**config.mk**
```make
export PLATFORM = sky130hd
export DESIGN_NAME = spi_master
export DESIGN_NICKNAME = d
export VERILOG_FILES = /design/src/rtl/spi_pkg.sv /design/src/rtl/spi_clk_gen.sv /design/src/rtl/spi_master.sv
export SDC_FILE = /design/constraint.sdc
export NUM_CORES = 1
export LEC_CHECK = 0
export ABC_CLOCK_PERIOD_IN_PS = 6150
export BUFFER_PORTS_ARGS = -buffer_cell sky130_fd_sc_hd__buf_2
export CORE_MARGIN = 1
export CORE_UTILIZATION = 55
export CTS_CLUSTER_SIZE = 12
export DETAILED_ROUTE_END_ITERATION = 7
export PLACE_DENSITY_LB_ADDON = 0.05
export SYNTH_ARGS = -nofsm -noshare
export SYNTH_HDL_FRONTEND = slang
export SYNTH_SLANG_ARGS = --single-unit
```
**constraint.sdc**
```tcl
create_clock -name clk -period 6.15 [get_ports clk]
set_input_delay 0.9225 -clock clk [delete_from_list [all_inputs] [get_ports clk]]
set_output_delay 0.9225 -clock clk [all_outputs]
set_load 0.005 [all_outputs]
```
**src/rtl/spi_pkg.sv**
```systemverilog
// Shared constants, FSM state type and frame builder for the SPI register-protocol master.
package spi_pkg;

    localparam int FRAME_BITS     = 41;
    localparam int ADDR_W         = 7;
    localparam int DATA_W         = 32;
    localparam int WR_BIT         = 40;
    localparam int ADDR_MSB       = 39;
    localparam int ADDR_LSB       = 33;
    localparam int DATA_MSB       = 32;
    localparam int DATA_LSB       = 1;
    localparam int RD_FIRST_CYCLE = 9;

    typedef enum logic [2:0] {IDLE, SETUP, SHIFT, HOLD, GAP} spi_state_e;

    function automatic logic [FRAME_BITS-1:0] build_frame(input logic              wr,
                                                          input logic [ADDR_W-1:0] addr,
                                                          input logic [DATA_W-1:0] wdata);
        logic [FRAME_BITS-1:0] f;
        f                      = '0;
        f[WR_BIT]              = wr;
        f[ADDR_MSB:ADDR_LSB]   = addr;
        f[DATA_MSB:DATA_LSB]   = wr ? wdata : {DATA_W{1'b0}};
        return f;
    endfunction

endpackage

```
**src/rtl/spi_clk_gen.sv**
```systemverilog
// sclk phase generator: toggles sclk every CLK_DIV enabled cycles; strobes flag the cycle
// whose closing clk edge performs the rise or fall.
module spi_clk_gen #(
    parameter int unsigned CLK_DIV = 4
) (
    input  logic clk,
    input  logic rst,
    input  logic en,
    output logic sclk,
    output logic rise_stb,
    output logic fall_stb
);

    localparam int unsigned CNT_W = (CLK_DIV < 2) ? 1 : $clog2(CLK_DIV);

    logic [CNT_W-1:0] cnt;
    logic             wrap;

    assign wrap     = en && (cnt == CNT_W'(CLK_DIV - 1));
    assign rise_stb = wrap && !sclk;
    assign fall_stb = wrap && sclk;

    always_ff @(posedge clk) begin
        if (rst || !en) begin
            cnt  <= '0;
            sclk <= 1'b0;
        end else if (wrap) begin
            cnt  <= '0;
            sclk <= !sclk;
        end else begin
            cnt <= cnt + 1'b1;
        end
    end

endmodule

```
**src/rtl/spi_master.sv**
```systemverilog
// SPI mode-0 initiator for 41-bit register frames {wr, addr, wdata, 0}; one command per
// valid/ready handshake, one rsp_valid pulse per completed frame.
module spi_master
    import spi_pkg::*;
#(
    parameter int unsigned CLK_DIV  = 4,
    parameter int unsigned CS_SETUP = 2,
    parameter int unsigned CS_HOLD  = 2,
    parameter int unsigned CS_IDLE  = 4
) (
    input  logic              clk,
    input  logic              rst,
    input  logic              cmd_valid,
    output logic              cmd_ready,
    input  logic              cmd_wr,
    input  logic [ADDR_W-1:0] cmd_addr,
    input  logic [DATA_W-1:0] cmd_wdata,
    output logic              rsp_valid,
    output logic [DATA_W-1:0] rsp_rdata,
    output logic              busy,
    output logic              sclk,
    output logic              cs,
    output logic              mosi,
    input  logic              miso
);

    if (CLK_DIV < 2) begin : g_clk_div_check
        $error("spi_master: CLK_DIV must be at least 2");
    end
    if (CS_SETUP < 1 || CS_HOLD < 1 || CS_IDLE < 1) begin : g_cs_timing_check
        $error("spi_master: CS_SETUP, CS_HOLD and CS_IDLE must be at least 1");
    end

    localparam int CNT_W = 16;

    spi_state_e              state;
    logic [CNT_W-1:0]        cnt;
    logic [5:0]              bit_cnt;
    logic [FRAME_BITS-2:0]   sreg;
    logic [DATA_W-1:0]       rx;
    logic                    wr_q;
    logic [FRAME_BITS-1:0]   frame;
    logic                    shift_en;
    logic                    rise_stb;
    logic                    fall_stb;

    assign frame    = build_frame(cmd_wr, cmd_addr, cmd_wdata);
    assign shift_en = (state == SHIFT);

    spi_clk_gen #(
        .CLK_DIV(CLK_DIV)
    ) u_clk_gen (
        .clk     (clk),
        .rst     (rst),
        .en      (shift_en),
        .sclk    (sclk),
        .rise_stb(rise_stb),
        .fall_stb(fall_stb)
    );

    always_ff @(posedge clk) begin
        if (rst) begin
            state     <= IDLE;
            cs        <= 1'b1;
            mosi      <= 1'b0;
            cmd_ready <= 1'b1;
            busy      <= 1'b0;
            rsp_valid <= 1'b0;
            rsp_rdata <= '0;
            cnt       <= '0;
            bit_cnt   <= '0;
            sreg      <= '0;
            rx        <= '0;
            wr_q      <= 1'b0;
        end else begin
            rsp_valid <= 1'b0;
            unique case (state)
                IDLE: begin
                    if (cmd_valid && cmd_ready) begin
                        wr_q      <= cmd_wr;
                        mosi      <= frame[WR_BIT];
                        sreg      <= frame[FRAME_BITS-2:0];
                        cs        <= 1'b0;
                        cmd_ready <= 1'b0;
                        busy      <= 1'b1;
                        cnt       <= CNT_W'(CS_SETUP);
                        bit_cnt   <= 6'(FRAME_BITS - 1);
                        rx        <= '0;
                        state     <= SETUP;
                    end
                end
                SETUP: begin
                    if (cnt == CNT_W'(1)) state <= SHIFT;
                    else                  cnt   <= cnt - 1'b1;
                end
                SHIFT: begin
                    // Only the last DATA_W sampled bits carry read data.
                    if (rise_stb && bit_cnt <= 6'(FRAME_BITS - 1 - RD_FIRST_CYCLE)) begin
                        rx <= {rx[DATA_W-2:0], miso};
                    end
                    if (fall_stb) begin
                        if (bit_cnt == '0) begin
                            mosi  <= 1'b0;
                            cnt   <= CNT_W'(CS_HOLD);
                            state <= HOLD;
                        end else begin
                            bit_cnt <= bit_cnt - 1'b1;
                            mosi    <= sreg[FRAME_BITS-2];
                            sreg    <= {sreg[FRAME_BITS-3:0], 1'b0};
                        end
                    end
                end
                HOLD: begin
                    if (cnt == CNT_W'(1)) begin
                        cs        <= 1'b1;
                        rsp_valid <= 1'b1;
                        rsp_rdata <= wr_q ? '0 : rx;
                        cnt       <= CNT_W'(CS_IDLE - 1);
                        state     <= GAP;
                    end else begin
                        cnt <= cnt - 1'b1;
                    end
                end
                GAP: begin
                    // The first IDLE cycle still has cs high and completes the idle gap.
                    if (cnt <= CNT_W'(1)) begin
                        cmd_ready <= 1'b1;
                        busy      <= 1'b0;
                        state     <= IDLE;
                    end else begin
                        cnt <= cnt - 1'b1;
                    end
                end
                default: state <= IDLE;
            endcase
        end
    end

endmodule

```
Word-level counts from Yosys, hierarchy flattened
Index checks and enable logic that the tools add are counted.
Storage, ports and cells
  flip-flop bits (word level): 138
  logic and storage cells: 101
Cells by class
  order comparisons: 2
  equality and inequality tests: 16
  add/sub/neg operators: 3
  bitwise operators: 1
  reductions and logical operators: 25
  multiplexer cells: 40
Operators by type and width (count)
  2-to-1 mux 32 bit: 4
  2-to-1 mux 40 bit: 3
  2-to-1 mux 16 bit: 6
  one-hot mux 16 bit (5 select lines): 1
  one-hot mux 40 bit (2 select lines): 1
  one-hot mux 32 bit (2 select lines): 1
  inequality test 2 bit, second input constant: 10
  2-to-1 mux 3 bit: 6
  2-to-1 mux 6 bit: 3
  == test 16 x 1 -> 1 bit, second input constant: 1
  <= comparator 16 x 1 -> 1 bit, second input constant: 1
  subtractor 16 x 1 -> 16 bit, second input constant: 1
  one-hot mux 3 bit (5 select lines): 1
  one-hot mux 6 bit (2 select lines): 1
  AND reduction 3 bit: 4
  AND reduction 6 bit: 2
  2-to-1 mux 1 bit: 9
  one-hot mux 1 bit (2 select lines): 4
  == test 3 x 2 -> 1 bit, second input constant: 2
  <= comparator 6 x 5 -> 1 bit, second input constant: 1
  logical NOT 6 bit: 1
  nonzero test 2 bit: 3
  subtractor 6 x 1 -> 6 bit, second input constant: 1
  logical AND 1 bit: 5
  other kinds (12): 15

Longest topological paths before layout
Gate-level depths: netlist of the first run.
  depth after elaboration: 6
  gate-level depth with buffers: 10

By module
Synthesis of the first run repeated with hierarchy kept, for this count alone.
Unflattened totals
  cells, all modules: 637
  area total of the unflattened synthesis: 5486.5 um^2
By module, submodules not included
  spi_master: cells each 625, times used 1, area an instance 5368.9 um^2, sequential area each 2682.6 um^2
  spi_clk_gen: cells each 12, times used 1, area an instance 117.6 um^2, sequential area each 60.1 um^2

Least setup slack after synthesis of the first run
Ideal clock, no wire load.
  path kind: input-to-reg
  start point: in cmd_valid
  end point: reg sreg[10]
  path buffers: 3
  arrival: 2529 ps
  stages on the path: 7
  path slack: 3479 ps
  cells stage by stage: nand2_1 or4_1 clkbuf_1 a22oi_1 clkbuf_1 buf_1 a311oi_1
On the way
  cells in the longest elaborated chain, start to end: 3
RTL lines
  start, declared: line spi_master.sv:13  | input logic cmd_valid,
  logical AND 1 bit: line spi_master.sv:79  | if (cmd_valid && cmd_ready) begin
  inequality test 2 bit (no line)
  AND reduction 4 bit (no line)
  end signal, assigned: line spi_master.sv:82  | sreg <= frame[FRAME_BITS-2:0];
  end signal, assigned: line spi_master.sv:109  | sreg <= {sreg[FRAME_BITS-3:0], 1'b0};
  end, declared: line spi_master.sv:39  | logic [FRAME_BITS-2:0] sreg;
No other way between the ends.
A chain may end at the register's enable or synchronous reset.

Final worst setup path of the first run
  start point: reg state[2]
  end point: reg bit_cnt[5]
On the way
  cells in the longest elaborated chain, start to end: 5
  elaborated cells on any way between the ends: 10
  those cells by class: eq/ne: 4; mux: 1; reduce/logical: 5
RTL lines
  start, declared: line spi_master.sv:36  | spi_state_e state;
  start signal, assigned: line spi_master.sv:63  | state <= IDLE;
  start signal, assigned: line spi_master.sv:89  | state <= SETUP;
  start signal, assigned: line spi_master.sv:93  | if (cnt == CNT_W'(1)) state <= SHIFT;
  == test 3 x 2 -> 1 bit: line spi_master.sv:48, spi_master.sv:77
  logical AND 1 bit: line spi_clk_gen.sv:19  | assign wrap = en && (cnt == CNT_W'(CLK_DIV - 1));
  logical AND 1 bit: line spi_clk_gen.sv:21  | assign fall_stb = wrap && sclk;
  inequality test 2 bit (no line)
  AND reduction 4 bit (no line)
  end signal, assigned: line spi_master.sv:87  | bit_cnt <= 6'(FRAME_BITS - 1);
  end signal, assigned: line spi_master.sv:107  | bit_cnt <= bit_cnt - 1'b1;
  end, declared: line spi_master.sv:38  | logic [5:0] bit_cnt;
Parallel ways exist; a longest one is shown, timed or not.

==> results of run 1 <==
power by group through the flow:
stage | Combinational (mW) | Sequential, mW | Clock [mW]
floorplan | 0.223 | 0.984 | 0
CTS | 0.277 | 0.976 | 0.981
detailed placement | 0.275 | 0.994 | 0
global placement | 0.266 | 0.992 | 0
finish | 0.277 | 0.976 | 0.972
global route | 0.308 | 0.983 | 1.03
registers in the layout, summed over array words and instances, names as in the netlist:
register and flops:
busy 1, mosi 1, cnt 16, rsp_rdata 32, cmd_ready 1, bit_cnt 6
u_clk_gen.sclk 1, cs 1, wr_q 1, state 3, rsp_valid 1, sreg 39
u_clk_gen.cnt 2, rx 32
cell type report:
type                            count  area (um2)  share of cell area, %
Clock buffer                       22         433                   6.69
Clock inverter                      9         125                   1.93
Inverter                            8        30.0                  0.464
Multi-Input combinational cell    440        2530                   39.1
Sequential cell                   137        2740                   42.4
Tap cell                          133         166                   2.57
Timing Repair Buffer               85         448                   6.92
logic make-up after synthesis:
logic type / Yosys count / synth area share (%)
xor+xnor: 6 / 0.951
simple gates: 273 / 23.0
fa+ha+maj: 5 / 1.13
compound gates: 156 / 20.4
buf+inv: 65 / 4.87
flops: 137 / 49.6
per-layer routing:
layer	vias to the layer above	track usage [%]	wire, um
met4	0	8.13	123
met3	15	6.84	583
li1	2418	-	-
met5	-	0	0
met2	138	40.3	5730
met1	2261	30.6	5580
placed cells by master, fill, tap and decap left out, types with 5 or more instances in the layout:
master / netlist / final
o21ai_0: 8 / 8
clkbuf_16: 0 / 16
a21oi_1: 50 / 50
dfxtp_1: 137 / 137
a22o_1: 32 / 32
or3_1: 5 / 5
o31ai_1: 6 / 6
clkbuf_1: 38 / 5
nor4_1: 5 / 5
buf_2: 8 / 81
ha_1: 5 / 5
nand2_1: 93 / 93
a211oi_1: 5 / 5
nor2_1: 59 / 59
nand3_1: 72 / 72
a311oi_1: 38 / 38
inv_1: 8 / 8
or4_1: 9 / 9
nor3_1: 9 / 8
stage by stage:
step | hold WS (ns) | utilization (%)
after floorplan | 0.407 | -
after global placement | 0.416 | 60.5
after detailed placement | 0.429 | 60.5
after CTS | 0.437 | 66.2
after global routing | 0.456 | 66.2
final | 0.437 | 66.2
worst max path at each step:
stage                   start          to  slack, ns  depth (start not counted)
detailed placement  cmd_valid  bit_cnt[4]       2.71                          8
global placement    cmd_valid  bit_cnt[5]       2.74                          8
finish               state[2]  bit_cnt[5]       2.78                          7
CTS                  state[2]  bit_cnt[5]       2.79                          7
floorplan           cmd_valid    sreg[10]       3.48                          7
global route         state[2]  bit_cnt[5]       2.53                          7
critical path: cells and delay by family (launching register included):
family,cells,cell delay [ns]
and+or+nand+nor,2,1.02
AOI/OAI and AO/OA,3,1.22
buffers and inverters,1,0.33
xor gates and xnor gates,1,0.15
DFF,1,0.44
==> flow_summary.ini, run 1 <==
[logic_synthesis]
synth_nets = 691
ys_warn_count = 0
synthFlopType = dfxtp_1
syn_inst = 642
syn_area_um2 = 5530
synth_top_area_cell = dfxtp_1
avgSynthCellArea_um2 = 8.61
synth_most_common_cell = dfxtp_1
synth_top_cells_by_count = dfxtp_1, nand2_1, nand3_1
synth_top_area_share_pct = 49.6
async_flop_share_pct = 0
seq_area_frac_synth_pct = 49.6
yosys_register_bits = 137
yosys-top-cells-area = dfxtp_1, nand3_1, nand2_1, a311oi_1, a22o_1
yosys.cell_types.count = 52
synth_edf_count = 0

[global_route]
antenna_found_initial = 0
grt_max_degree = 93
grt_pass1_vias = 4445
overflow = 0
grt_pass1_wl_um = 20000
grt_usage_pct = 24.4

[setup_path]
ff2ff_setup_slack_ns = 2.78
worstSetupPathType = reg2reg
critPathLaunchType = flop
critical_path.max_fanout = 62
end_kind = flop
r2r_cells = 7
r2r_start = state[2]
cp_slowest_cell = or3b_2
reg2reg_to = bit_cnt[5]
arrival_ns = 3.73
path_cells = or3b_2 -> a31o_2 -> a22oi_2 -> buf_12 -> nand3_1 -> xor2_1 -> a21oi_1
crit_path_max_incr_delay_ns = 0.89
critPathRequiredTime_ns = 6.51

[pwr]
pwr-share-clk_pct = 43.7
p_leak_nw = 2.49
power.switching_uw = 564
powerDensity_nw_per_um2 = 344
intPower_mw = 1.66
vdd_drop_max_mv = 0.226
p_seq_share_pct = 43.9
finalPower_mw = 2.22
comb_power_share_pct = 12.4
switching_share_pct = 25.3

[layout]
fin_nets = 738
drive_gt1_share_pct = 17.7
syn2layout_area_growth_pct = 17.2
stdcell_count = 834
final_area_um2 = 6470
nFillCells = 842
antenna_cells = 0

[route]
vias = 4832
wl_per_cell_um = 14.4
drc_errors = 0
wl_um = 12000
first_pass_iters = 5
drt_iter0_drc = 298
via_per_inst = 5.79
drtAntennaViolNets = 0

[floorplan]
io_pins = 82
rows = 36
core_um2 = 9770
die-area_um2 = 10500
die_h_um = 102
fp.dieW_um = 102
start_util_pct = 56.5

[place]
pre_cts_ws_ns = 2.71
gp_congestion = 0.795
dp_cells = 803
place_area_um2 = 5920
dp_hpwl_um = 7290
port_buffers = 81

[sta]
tns_ns = 0
period_needed_ns = 3.37
slew_headroom_pct = 17.7
fin_ws_ns = 2.78
tightestPinTransition_ns = 1.23
drv_slew = 0
hold_viol = 0
grt_setup_unrepaired = false
period_share_pct = 54.8
fmax_ghz = 0.296
fin_skew_ns = 0.00870
setup_viol = 0

[hold_path]
min_from = u_clk_gen.cnt[0]
hold_class = reg2reg
hold_path_end = u_clk_gen.cnt[0]
whs_path_depth = 1

[clocking]
cts_setup_buffers = 0
cts_tree = done
insertion_delay_ns = 0.52
root_buffer = clkbuf_8
h-tree-depth = 4
cts_resized = 0
clockBufferDepth = 2
cts_buffers = 17
clkTransAtPathRegs_ns = 0.06
cts_hold_buf = 0
clock-sinks = 137

[status]
status = finished clean

[job]
cap_violations = 0
No activity file was read; power rests on OpenSTA's default activity.
==> inputs of run 2 (changes only) <==
Settings changed: ABC_CLOCK_PERIOD_IN_PS 6150 to 2900, CORE_UTILIZATION 55 to 51.
Clock period 6.15 ns to 2.9 ns, I/O delays scaled along.
==> flow_summary.ini, run 2 (same netlist as run 1, synthesis figures left out) <==
[status]
status = finished clean

[sta]
period_needed_ns = 2.70
tns_ns = 0
slew_headroom_pct = 26.0
hold_viol = 0
fin_ws_ns = 0.195
period_share_pct = 93.3
drv_slew = 0
fmax_ghz = 0.370
grt_setup_unrepaired = false
setup_viol = 0
fin_skew_ns = 0.00823
tightestPinTransition_ns = 1.11

[clocking]
clockBufferDepth = 2
root_buffer = clkbuf_8
insertion_delay_ns = 0.53
clock-sinks = 137
h-tree-depth = 4
cts_tree = done
cts_setup_buffers = 0
clkTransAtPathRegs_ns = 0.06
cts_buffers = 17

[pwr]
powerDensity_nw_per_um2 = 725
p_seq_share_pct = 43.6
vdd_drop_max_mv = 0.639
intPower_mw = 3.54
comb_power_share_pct = 12.6
p_leak_nw = 2.55
pwr-share-clk_pct = 43.8
power.switching_mw = 1.22
finalPower_mw = 4.75
switching_share_pct = 25.6

[layout]
largest_register_ffs = 39
top_regs = sreg (39), rsp_rdata (32), rx (32)
fin_nets = 744
final-seq-area_um2 = 2740
final_common_cell = dfxtp_1
syn2layout_area_growth_pct = 18.6
drive_gt1_share_pct = 19.1
regMostFlops = sreg
multi_input_area_um2 = 2530
antenna_cells = 0
layout_common_cells = dfxtp_1, nand2_1, buf_2
fin_util_pct = 62.9
nFillCells = 924

[job]
cap_violations = 0

[hold_path]
whs_path_depth = 3
hold_class = in2reg

[setup_path]
critPathRequiredTime_ns = 3.30
crit_family = simple AND/OR/NAND/NOR gates
arrival_ns = 3.10
critical_path_buf_inv_count = 1
critPathLaunchType = flop
worstSetupPathType = reg2reg
end_kind = flop
cp_num_cells = 7
crit_top_cell = or4_1
crit_path_max_incr_delay_ns = 0.58
path_cells = or4_4 -> or4_1 -> nor3_1 -> o21a_2 -> buf_4 -> or4_1 -> a21oi_1
r2r_cells = 7
cp_slowest_cell = or4_4
critical_path.max_fanout = 15

[global_route]
grt_max_degree = 77
overflow = 0
grt_usage_pct = 22.4
grt_pass1_vias = 4378
antenna_found_initial = 0
grt_pass1_wl_um = 20200

[route]
first_pass_iters = 5
wl_um = 12200
wl_per_cell_um = 14.4
drc_errors = 0
vias = 4833
drtAntennaViolNets = 0
drt_iter0_drc = 279
via_per_inst = 5.73

[floorplan]
io_pins = 82
rows = 37
die_h_um = 106
fp.dieW_um = 106
start_util_pct = 53.0
die-area_um2 = 11300
core_um2 = 10400

[place]
dp_hpwl_um = 7440
port_buffers = 81
gp_congestion = 0.849
pre_cts_ws_ns = 0.121
-- run 2: per-stage QoR --
stage                     hold slack [ns]  cells  cell area [um2]
after detailed placement            0.421    812             5980
after global routing                0.174    844             6550
after CTS                           0.152    844             6550
after floorplan                     0.407    642             5530
final                               0.164    844             6550
after global placement              0.414    812             5980
-- run 2: worst reg2reg max path, delay by kind of cell (launching register included) --
family | cells | cell delay [ns]
AND/OR/NAND/NOR | 4 | 1.59
buffers and inverters | 1 | 0.24
AO/OA/AOI/OAI | 2 | 0.39
flip-flops | 1 | 0.35
-- run 2: layout make-up --
type	count	share of cell area, %
clock inverters	9	1.45
flip-flops and latches	137	41.9
repair buffers	91	7.72
multi-input cells	440	38.6
well taps	136	2.60
inverters	8	0.458
clock buffers	23	7.28
-- run 2: worst paths after layout --
path | start | end | slack [ns]
worst max-delay path | cnt[4] | cnt[14] | 0.20
worst min-delay path | cmd_addr[0] | sreg[33] | 0.16
worst max register to register | cnt[4] | cnt[14] | 0.20
worst min register to register | u_clk_gen.cnt[0] | u_clk_gen.cnt[0] | 0.44
-- run 2: per-layer routing --
layer	vias to the layer above	part of all wire [%]	global-route usage [%]	wire (um)
met4	0	1.3	11.5	156
li1	2424	-	-	-
met1	2266	47	28.0	5760
met3	16	5.4	4.54	660
met2	127	46	36.8	5600
met5	-	0	0	0
-- run 2: power by group through the flow --
stage	logic (mW)	registers, mW	clock network (mW)
4_1_cts	0.597	2.07	2.12
3_5_place_dp	0.590	2.11	0
5_1_grt	0.671	2.09	2.19
3_3_place_gp	0.574	2.10	0
2_1_floorplan	0.473	2.09	0
6_report	0.598	2.07	2.08
-- run 2: repair_timing --
| action | 4_1_cts | 5_1_grt |
|---|---|---|
| resized for setup | 0 | 1 |
| hold buffers | 0 | 0 |
| setup endpoints to repair | 0 | 7 |
